<file path="src/rtl/core_alu_pipe.sv">
// core_alu_pipe: input FIFO of {op, operand word} feeding a four-state
// load/execute/done pipeline with a registered result and zero/carry flags.
module core_alu_pipe #(
  parameter int DATA_W = 32,
  parameter int DEPTH  = 4
) (
  input  logic                     clk,
  input  logic                     reset_n,
  input  logic                     in_valid,
  output logic                     in_ready,
  input  logic [DATA_W-1:0]        in_data,
  input  logic [2:0]               in_op,
  output logic                     out_valid,
  input  logic                     out_ready,
  output logic [DATA_W-1:0]        out_data,
  output logic                     out_zero,
  output logic                     out_carry,
  output logic [$clog2(DEPTH):0]   fifo_level
);

  localparam int H  = DATA_W / 2;
  localparam int AW = $clog2(DEPTH);
  localparam int LW = AW + 1;
  localparam int EW = DATA_W + 3;

  typedef enum logic [1:0] {IDLE, LOAD, EXECUTE, DONE} state_t;

  typedef enum logic [2:0] {
    OP_AND  = 3'b000,
    OP_OR   = 3'b001,
    OP_XOR  = 3'b010,
    OP_ADD  = 3'b011,
    OP_SUB  = 3'b100,
    OP_MIN  = 3'b101,
    OP_MAX  = 3'b110,
    OP_PASS = 3'b111
  } op_t;

  state_t            state_q, state_d;
  logic [EW-1:0]     fifoMem_q [DEPTH];
  logic [AW-1:0]     wrPtr_q, rdPtr_q;
  logic [LW-1:0]     level_q;
  logic              fifoFull, fifoEmpty;
  logic              push, pop;
  logic [EW-1:0]     headEntry;
  logic [DATA_W-1:0] opA_q, opB_q;
  op_t               op_q;
  logic [H:0]        sumAdd;
  logic [DATA_W-1:0] result_d;
  logic              zero_d, carry_d;
  logic [DATA_W-1:0] outData_q;
  logic              outZero_q, outCarry_q;

  // The level counter alone decides full/empty, so pointers only need AW bits.
  assign fifoFull   = (level_q == LW'(DEPTH));
  assign fifoEmpty  = (level_q == '0);
  assign in_ready   = !fifoFull;
  assign push       = in_valid && !fifoFull;
  assign headEntry  = fifoMem_q[rdPtr_q];

  assign out_valid  = (state_q == DONE);
  assign out_data   = outData_q;
  assign out_zero   = outZero_q;
  assign out_carry  = outCarry_q;
  assign fifo_level = level_q;

  // Next-state logic; the only consumer of the FIFO is the LOAD state.
  always_comb begin
    state_d = state_q;
    pop     = 1'b0;
    case (state_q)
      IDLE:    if (!fifoEmpty) state_d = LOAD;
      LOAD: begin
        pop     = 1'b1;
        state_d = EXECUTE;
      end
      EXECUTE: state_d = DONE;
      DONE:    if (out_ready) state_d = IDLE;
      default: state_d = IDLE;
    endcase
  end

  // State register; reset drops any in-flight operation back to IDLE.
  always_ff @(posedge clk or negedge reset_n) begin
    if (!reset_n) state_q <= IDLE;
    else          state_q <= state_d;
  end

  // FIFO storage is plain data, so it is written without reset.
  always_ff @(posedge clk) begin
    if (push) fifoMem_q[wrPtr_q] <= {in_op, in_data};
  end

  // Pointers and occupancy; a simultaneous push and pop leaves the level alone.
  always_ff @(posedge clk or negedge reset_n) begin
    if (!reset_n) begin
      wrPtr_q <= '0;
      rdPtr_q <= '0;
      level_q <= '0;
    end else begin
      if (push) wrPtr_q <= wrPtr_q + AW'(1);
      if (pop)  rdPtr_q <= rdPtr_q + AW'(1);
      case ({push, pop})
        2'b10:   level_q <= level_q + LW'(1);
        2'b01:   level_q <= level_q - LW'(1);
        default: level_q <= level_q;
      endcase
    end
  end

  // Operand capture during LOAD, halves zero-extended to the full word.
  always_ff @(posedge clk or negedge reset_n) begin
    if (!reset_n) begin
      opA_q <= '0;
      opB_q <= '0;
      op_q  <= OP_AND;
    end else if (state_q == LOAD) begin
      opA_q <= {{(DATA_W-H){1'b0}}, headEntry[DATA_W-1:H]};
      opB_q <= {{(DATA_W-H){1'b0}}, headEntry[H-1:0]};
      op_q  <= op_t'(headEntry[EW-1:DATA_W]);
    end
  end

  // ALU: ADD keeps its carry as bit H of the result, SUB reports a borrow.
  always_comb begin
    result_d = '0;
    carry_d  = 1'b0;
    sumAdd   = {1'b0, opA_q[H-1:0]} + {1'b0, opB_q[H-1:0]};
    case (op_q)
      OP_AND:  result_d = opA_q & opB_q;
      OP_OR:   result_d = opA_q | opB_q;
      OP_XOR:  result_d = opA_q ^ opB_q;
      OP_ADD: begin
        result_d = {{(DATA_W-H-1){1'b0}}, sumAdd};
        carry_d  = sumAdd[H];
      end
      OP_SUB: begin
        result_d = opA_q - opB_q;
        carry_d  = (opA_q < opB_q);
      end
      OP_MIN:  result_d = (opA_q < opB_q) ? opA_q : opB_q;
      OP_MAX:  result_d = (opA_q < opB_q) ? opB_q : opA_q;
      OP_PASS: result_d = opA_q;
    endcase
    zero_d = (result_d == '0);
  end

  // Result registers load only in EXECUTE, so they hold steady through DONE.
  always_ff @(posedge clk or negedge reset_n) begin
    if (!reset_n) begin
      outData_q  <= '0;
      outZero_q  <= 1'b0;
      outCarry_q <= 1'b0;
    end else if (state_q == EXECUTE) begin
      outData_q  <= result_d;
      outZero_q  <= zero_d;
      outCarry_q <= carry_d;
    end
  end

endmodule

</file>
<file path="config.mk">
export PLATFORM = sky130hd
export DESIGN_NAME = core_alu_pipe
export DESIGN_NICKNAME = d
export VERILOG_FILES = /design/src/rtl/core_alu_pipe.sv
export SDC_FILE = /design/constraint.sdc
export NUM_CORES = 1
export LEC_CHECK = 0
export CAP_MARGIN = 20
export CORE_ASPECT_RATIO = 1.2
export CORE_MARGIN = 1
export CORE_UTILIZATION = 64
export CTS_CLUSTER_DIAMETER = 150
export DETAILED_ROUTE_END_ITERATION = 8
export PLACE_DENSITY_LB_ADDON = 0.1
export SYNTH_ARGS = -nofsm -noshare
export SYNTH_HDL_FRONTEND = slang
export SYNTH_SLANG_ARGS = --single-unit
</file>
<file path="constraint.sdc">
create_clock -name clk -period 9.7 [get_ports clk]
set_input_delay 1.94 -clock clk [delete_from_list [all_inputs] [get_ports clk]]
set_output_delay 1.94 -clock clk [all_outputs]
set_load 0.01 [all_outputs]
</file>
=== Yosys cells after proc, flatten, opt, wreduce, memory -nomap -nowiden ===
Memories as Yosys holds them, arrays and structs flattened. A register that Yosys moved wholly into a read port is not among the register bits.
Index checks and enable logic that the tools add are counted.

* Memories: 1
* Register bits: 43
* Input port bits: 39
* Memory bits (writable): 140

* Reduce and logical (&&, ||, !) cells: 9
* Bitwise logic cells: 3
* Muxes and demuxes: 11
* $lt $le $gt $ge: 1
* Equal/unequal tests: 15
* Add/sub/neg operators: 6

{| class="wikitable"
|+ Memory list
! name !! words !! width !! rd ports !! clocked after memory_dff !! write ports !! RTL line !! text
|-
| fifoMem_q || 4 || 35 || 1 || 1 || 1 || 40 || <nowiki>logic [EW-1:0] fifoMem_q [DEPTH];</nowiki>
|}

{| class="wikitable"
|+ Operator list
! cell !! number
|-
| case mux 32 bit (8 select lines) || 1
|-
| logical NOT 32 bit || 1
|-
| two-way mux 16 bit || 2
|-
| adder 16 x 16 -> 17 bit || 1
|-
| subtractor 16 x 16 -> 17 bit || 1
|-
| bitwise AND 16 bit || 1
|-
| less-than comparator 16 bit || 1
|-
| bitwise OR 16 bit || 1
|-
| XOR 16 bit || 1
|-
| == test 3 bit (second input constant) || 5
|-
| case mux 2 bit (4 select lines) || 1
|-
| == test 2 bit (second input constant) || 3
|-
| == test 3 x 2 -> 1 bit (second input constant) || 2
|-
| logical NOT 3 bit || 2
|-
| case mux 3 bit (2 select lines) || 1
|-
| adder 2 x 1 -> 2 bit (second input constant) || 2
|-
| == test 2 x 1 -> 1 bit (second input constant) || 2
|-
| two-way mux 2 bit || 2
|-
| adder 3 x 1 -> 3 bit (second input constant) || 1
|-
| == test 3 x 1 -> 1 bit (second input constant) || 1
|-
| two-way mux 1 bit || 3
|-
| subtractor 3 x 1 -> 3 bit (second input constant) || 1
|-
| logical NOT 1 bit || 2
|-
| logical NOT 2 bit || 1
|-
| other kinds (6) || 6
|}

=== Logic depth before layout (Yosys ltp) ===
Gate-level depths: netlist of run 1.

* Word-level depth: 5
* Gate-level depth with buffers: 13
* Mapped depth without buffers: 13

=== Worst setup path before layout of run 1 ===
OpenSTA, ideal clock, no wires.

* Kind: register -> register
* Start point: reg opA_q[6] (read register of fifoMem_q)
* End point: reg outZero_q, in the netlist out_zero
* Arrival time: 3.196 ns
* Data required time: 9.605 ns
* Cell stages (with the launch flop): 14
* Setup slack: 6.409 ns
* Path through: dfrtp_1 inv_1 ha_1 buf_6 nor2b_2 a2111oi_4 a211oi_2 nor3_4 mux2i_1 nor2_1 a221o_1 a211oi_1 or4b_1 o32ai_2

* Word-level cells in the longest chain between the ends: 4
* Elaborated cells between the ends (all ways): 10
* Those cells by class: 2 x add/sub; 1 x order compare; 3 x mux; 3 x bitwise; 1 x reduce/logical

{| class="wikitable"
|+ Ends and longest elaborated chain
! what !! RTL line !! text
|-
| start: declaration || 46 || <nowiki>logic [DATA_W-1:0] opA_q, opB_q;</nowiki>
|-
| less-than comparator 16 bit || 141, 142 ||
|-
| two-way mux 16 bit, on equally long branches || 142, 141 ||
|-
| case mux 32 bit (8 select lines) * || 129 || <nowiki>case (op_q)</nowiki>
|-
| logical NOT 32 bit * || 145 || <nowiki>zero_d = (result_d == '0);</nowiki>
|-
| end signal: assignment || 156 || <nowiki>outZero_q <= zero_d;</nowiki>
|-
| end: declaration || 52 || <nowiki>logic outZero_q, outCarry_q;</nowiki>
|}

Every way passes the cells marked *; elsewhere a longest branch is shown, timed or not.
A chain may end at the register's enable or synchronous reset.

=== Final worst setup path of run 1 ===
* Start point: reg opA_q[8] (read register of fifoMem_q)
* End point: reg outZero_q, in the netlist out_zero

The elaborated chain is that of the path after synthesis.

==> out/results.tsv, run 1 <==
metric	value	unit
fin_ws	5484	ps
detail-route-antenna-nets	0	
yosys.area.top_type_share	40.23	%
port_buffers	77	
place.gp.congestion	0.9900	
cts_hold_buf	0	
irDropWorstVdd	0.0001999	V
coreArea	15770	um2
ctsResizeCount	0	
num_rows	50	
fp.dieH	142.0	um
setup_viol	0	
yosys-top-cells-area	edfxtp_1 40%, dfrtp_1 15%, mux4_2 7.5%	
yosysUniqueCellTypes	70	
syn_area	10450	um2
wirelength	27220	um
multi_input_area	4105	um2
critPathLaunchType	flop	
fp.dieW	118.7	um
drt_iter0_drc	645	
maxCapViolations	0	
r2r_setup_slack	5480	ps
clk_latency	490	ps
r2r-end	out_zero	
ff2ff_path_depth	12	
synth-compound-area-share	13.66	%
final_nets	989	
grt_pass1_wl	41720	um
p_per_area	399.5	nW/um2
final_layout_size_suffix_gt1_share	12.18	%
synthArstFlopShare	31.37	%
p_comb_share	53.8	%
yosysWarnings	0	
p_leak	4.572	nW
clk_path_buf_depth	3	
post-route-period-util	43.46	%
path_class	reg -> reg	
cts-buffers-inserted	21	
syn_to_final_growth	14.70	%
grt_pass1_vias	7444	
ioPinCount	78	
synth_top_family_by_area	compound AO/OA/AOI/OAI gates	
yosys.area_share.adder	7.519	%
drv_slew	0	
hold_start	out_data[7]	
internal-power	2.737	mW
slew_headroom	40.20	%
rr_startpoint	opA_q[8]	
dpl-instance-area	11270	um2
num_vias	7299	
switching_power	2.052	mW
muxShareOfSynthArea	9.471	%
endpoint_kind	flop	
hold_path_end	out_data[7]	
fmax	237.2	MHz
htree_num_levels	1	
critPathRequiredTime	10090	ps
synth_cells	836	
hold_path_depth	2	
wire_per_inst	24.50	um
finalSetupTns	0	ps
dp.final_hpwl	16990	um
drc	0	
track_usage	33.09	%
synth_edf_count	140	
arrival	4610	ps
rsz0062_at_grt	false	
finalInstanceArea	11990	um2
postCtsSetupBuffers	0	
ys_seq_area_share	55.56	%
syn-num-nets	936	
place_ws	5590	ps
synth_largest_area_cell	edfxtp_1	
status	completed	
switching_share	42.85	%
pwr-share-clk	17.2	%
numClockSinks	204	
grt_max_degree	74	
ff_latch_area	5808	um2
hold_viol_final	0	
start_util	66.29	%
antennaDiodeCount	0	
critPathMaxFanout	15	
design.die.area	16850	um2
power.total	4.789	mW
tightest_slew	897.0	ps
firstDrtPassIters	5	
finalCriticalPeriod	4216	ps
pwr-share-seq	29.0	%
overflow	0	
synth-simple-area-share	6.813	%
synth_xor_xnor_area_share	1.760	%
syn_area_per_cell	12.50	um2
ys_ff_latch	204	
hold_path.class	reg -> reg	
cts_root_buf	clkbuf_16	
cts_tree	done	
whs	501.6	ps
path_clk_slew	60	ps
antenna_found_initial	0	
clock_skew	12.29	ps
synthFlopType	edfxtp_1	
vias_per_cell	6.570	
nFillCells	998	
area by class of cell:
type                            count  area share, %
Timing Repair Buffer               90          7.234
Inverter                           65          2.035
Clock inverter                      9          1.086
Sequential cell                   204          48.46
Multi-Input combinational cell    507          34.25
Tap cell                          208          2.171
Clock buffer                       28          4.770
cells in the final DEF, fill, tap and decap left out, types with 18 or more instances in the layout:
cell / count
ha_1: 57
nand2_1: 67
a21oi_1: 50
clkbuf_16: 21
edfxtp_1: 140
mux4_2: 35
dfrtp_1: 62
o21ai_0: 58
xnor2_1: 18
inv_1: 62
clkdlybuf4s50_1: 76
nor2_1: 46
logic make-up after synthesis:
| logic type | after synthesis |
|---|---|
| compound gates | 213 |
| mux | 54 |
| xor+xnor | 21 |
| simple gates | 158 |
| flops | 204 |
| buf+inv | 125 |
| fa+ha+maj | 61 |
Yosys cell counts (5+ instances only):
cell and instances:
edfxtp_1 140, ha_1 58, and3_1 5, dfrtp_1 64, inv_1 62, nand3_1 10, a211oi_1 5, clkbuf_1 29
buf_1 7, a31oi_1 8, buf_4 16, o21ai_0 58, buf_2 7, xnor2_1 18, nor3_1 8, a221o_1 5
a22oi_1 6, o31ai_1 5, o21a_1 5, nor2_1 46, a221oi_1 14, mux2i_1 10, nand2_1 67, o21bai_1 8
mux4_2 35, mux2_2 9, a21o_1 8, a21oi_1 50, o22ai_1 6
registers in the layout, indices dropped and copies added, names as in the netlist:
signal and flops:
fifoMem_q 140, fifo_level 3, opA_q 16, opB_q 16, op_q 3, out_carry 1, out_data 18, out_zero 1
rdPtr_q 2, state_q 2, wrPtr_q 2
metal layers:
metal	track usage (%)	wire, um	vias to the layer above
li1	-	-	3182
met1	42.30	9974	3574
met2	56.79	13710	468
met3	5.809	2583	75
met4	12.66	957	0
met5	0	0	-
worst max-delay path, stage by stage (launching register included):
cell	delay (ps)
dfrtp_1	420
inv_1	80
ha_1	600
nor2b_1	90
o21ai_1	250
a311oi_2	180
nor3_4	370
mux2i_1	430
nor2_1	250
a221o_1	450
a211oi_1	230
or4b_1	470
o32ai_2	270
power groups by stage:
stage / clock, mW / sequential (mW) / combinational [mW]
5_1_grt: 0.863 / 1.41 / 2.77
3_5_place_dp: 0 / 1.39 / 2.48
2_1_floorplan: 0 / 1.34 / 1.80
4_1_cts: 0.833 / 1.39 / 2.53
3_3_place_gp: 0 / 1.36 / 2.43
6_report: 0.825 / 1.39 / 2.58
stage by stage:
step / std cells / util [%]
2_1_floorplan: 836 / -
3_3_place_gp: 1073 / 71.51
3_5_place_dp: 1073 / 71.51
4_1_cts: 1110 / 75.96
5_1_grt: 1111 / 76.03
6_report: 1111 / 76.03
how the worst max path moves through the flow:
stage                    end      from  cells after the start  slack, ps
global placement    out_zero  opA_q[6]                     12       5710
detailed placement  out_zero  opA_q[6]                     12       5590
global route        out_zero  opA_q[8]                     12       5290
finish              out_zero  opA_q[8]                     12       5480
floorplan           out_zero  opA_q[6]                     13       6410
CTS                 out_zero  opA_q[6]                     12       5590
(Power assumes the default switching activity.)
==> run 2, diff against run 1 <==
Settings changed: CORE_UTILIZATION 64 to 59.
Clock period 9.7 ns to 3.9 ns, I/O delays scaled along.
==> run 2 against run 1 <==
Setup slack got worse by 5500 ps. Clock skew down 1.7 ps. Via count rose by 0.63%. Non-clock buffer count increased by 25. Critical path depth rose by 1. Hold slack lost 160 ps. Clock-buffer cell count grew 3. Wire length grew 3.7%. Final area grew 2.2%.
==> out/results.tsv, run 2 (synthesized netlist as in run 1, its figures left out) <==
metric	value	unit
status	completed	
hold_path.class	in -> async	
endpoint_kind	flop	
internal-power	6.996	mW
cts_root_buf	clkbuf_16	
grt_max_degree	73	
htree_num_levels	1	
maxCapViolations	0	
finalCriticalPeriod	3878	ps
drc	0	
fin_ws	21.98	ps
path_clk_slew	60	ps
tightest_slew	891.3	ps
dp.final_hpwl	18280	um
arrival	4240	ps
pwr-share-seq	28.7	%
overflow	0	
clk_latency	500	ps
start_util	61.07	%
finalSetupTns	0	ps
drv_slew	0	
dp.cells	1103	
final_cells	1144	
largest_reg_flops	140	
rr_startpoint	opB_q[5]	
drt_iter0_drc	727	
switching_power	5.299	mW
wire_per_inst	24.68	um
critPathMaxFanout	9	
ioPinCount	78	
p_leak	4.666	nW
ff_latch_area	5809	um2
firstDrtPassIters	5	
cp_top_family	compound AO/OA/AOI/OAI gates	
detail-route-antenna-nets	0	
syn_to_final_growth	17.19	%
wirelength	28230	um
slew_headroom	40.58	%
crit_top_cell	buf_4	
nFillCells	1111	
place.gp.congestion	0.9635	
multi_input_area	4235	um2
cts_hold_buf	0	
path_buf_inv	3	
post-route-period-util	99.44	%
cp_cell_sequence	inv_1 -> ha_2 -> nor2_1 -> o31ai_2 -> a211oi_2 -> nor3_4 -> buf_4 -> mux2i_2 -> buf_4 -> a221o_1 -> o21ai_0 -> nand4_1 -> o32ai_2	
critPathRequiredTime	4270	ps
vias_per_cell	6.420	
p_per_area	1004	nW/um2
antennaDiodeCount	0	
cts_tree	done	
grt_pass1_wl	43130	um
cts-buffers-inserted	21	
ff2ff_path_depth	13	
crit_path_top_delay_cell	mux2i_2	
critPathLaunchType	flop	
track_usage	32.21	%
num_vias	7345	
power.total	12.30	mW
hold_viol_final	0	
pwr-share-clk	15.5	%
path_class	reg -> reg	
r2r-end	out_zero	
design.die.area	18250	um2
num_rows	52	
switching_share	43.10	%
clock_skew	10.55	ps
top_register	fifoMem_q	
fp.dieW	123.5	um
grt_pass1_vias	7432	
place_ws	-43.50	ps
setup_viol	0	
clk_path_buf_depth	3	
mostFrequentLayoutCells	140 x edfxtp_1, 76 x clkdlybuf4s50_1, 67 x nand2_1	
final_common_cell	edfxtp_1	
final_nets	1014	
numClockSinks	204	
fmax	257.9	MHz
irDropWorstVdd	0.0005920	V
p_comb_share	55.8	%
final_layout_size_suffix_gt1_share	16.16	%
fp.dieH	147.8	um
r2r_setup_slack	20	ps
coreArea	17110	um2
antenna_found_initial	0	
cp_slowest_stage_delay	670	ps
port_buffers	77	
run 2: changes by cell type in the layout (fill, tap and decap cells not counted), sizes merged:
cell / before / now
clkbuf: 28 / 31
bufinv: 3 / 1
buf: 14 / 39
inv: 66 / 67
clkinv: 4 / 2
run 2: stage by stage:
step	area (um2)	utilization [%]	hold WS, ps
floorplan	10450	-	484.4
global placement	11440	66.88	473.6
detailed placement	11440	66.88	499.5
CTS	12090	70.63	378.8
global route	12250	71.57	394.8
finish	12250	71.57	342.2
run 2: layout make-up:
| cell class | instances | share of cell area (%) |
|---|---|---|
| Inverter | 65 | 1.992 |
| Multi-Input combinational cell | 507 | 34.58 |
| Clock buffer | 31 | 4.679 |
| Clock inverter | 6 | 0.5210 |
| Sequential cell | 204 | 47.44 |
| Timing Repair Buffer | 115 | 8.582 |
| Tap cell | 216 | 2.207 |
run 2: worst max-delay path by stage:
| stage | from | to | slack, ps | depth (start not counted) |
|---|---|---|---|---|
| detailed placement | opA_q[1] | out_zero | -40 | 12 |
| finish | opB_q[5] | out_zero | 20 | 13 |
| floorplan | opA_q[6] | out_zero | 610 | 13 |
| global route | opB_q[5] | out_zero | -70 | 12 |
| CTS | opB_q[5] | out_zero | 0.5 | 12 |
| global placement | opB_q[5] | out_zero | 5 | 12 |
run 2: what timing repair did:
action,in CTS,in global routing
gates resized for setup,1,26
endpoints found under the setup margin,1,4
cloned,0,0
setup buffers,0,4
pin swaps,0,2
run 2: power by group through the flow:
| stage | clock network (mW) | registers [mW] | logic (mW) |
|---|---|---|---|
| global placement | 0 | 3.48 | 6.25 |
| floorplan | 0 | 3.34 | 4.48 |
| CTS | 1.92 | 3.51 | 6.44 |
| global route | 2.01 | 3.59 | 7.42 |
| finish | 1.91 | 3.52 | 6.87 |
| detailed placement | 0 | 3.53 | 6.34 |
run 2: per-layer routing:
layer	track usage, %	share of wire [%]	wire length, um	vias to the layer above
li1	-	-	-	3238
met1	44.24	40	11160	3656
met2	53.27	50	14110	387
met3	3.897	7.3	2067	64
met4	10.84	3.2	890	0
met5	0	0	0	-
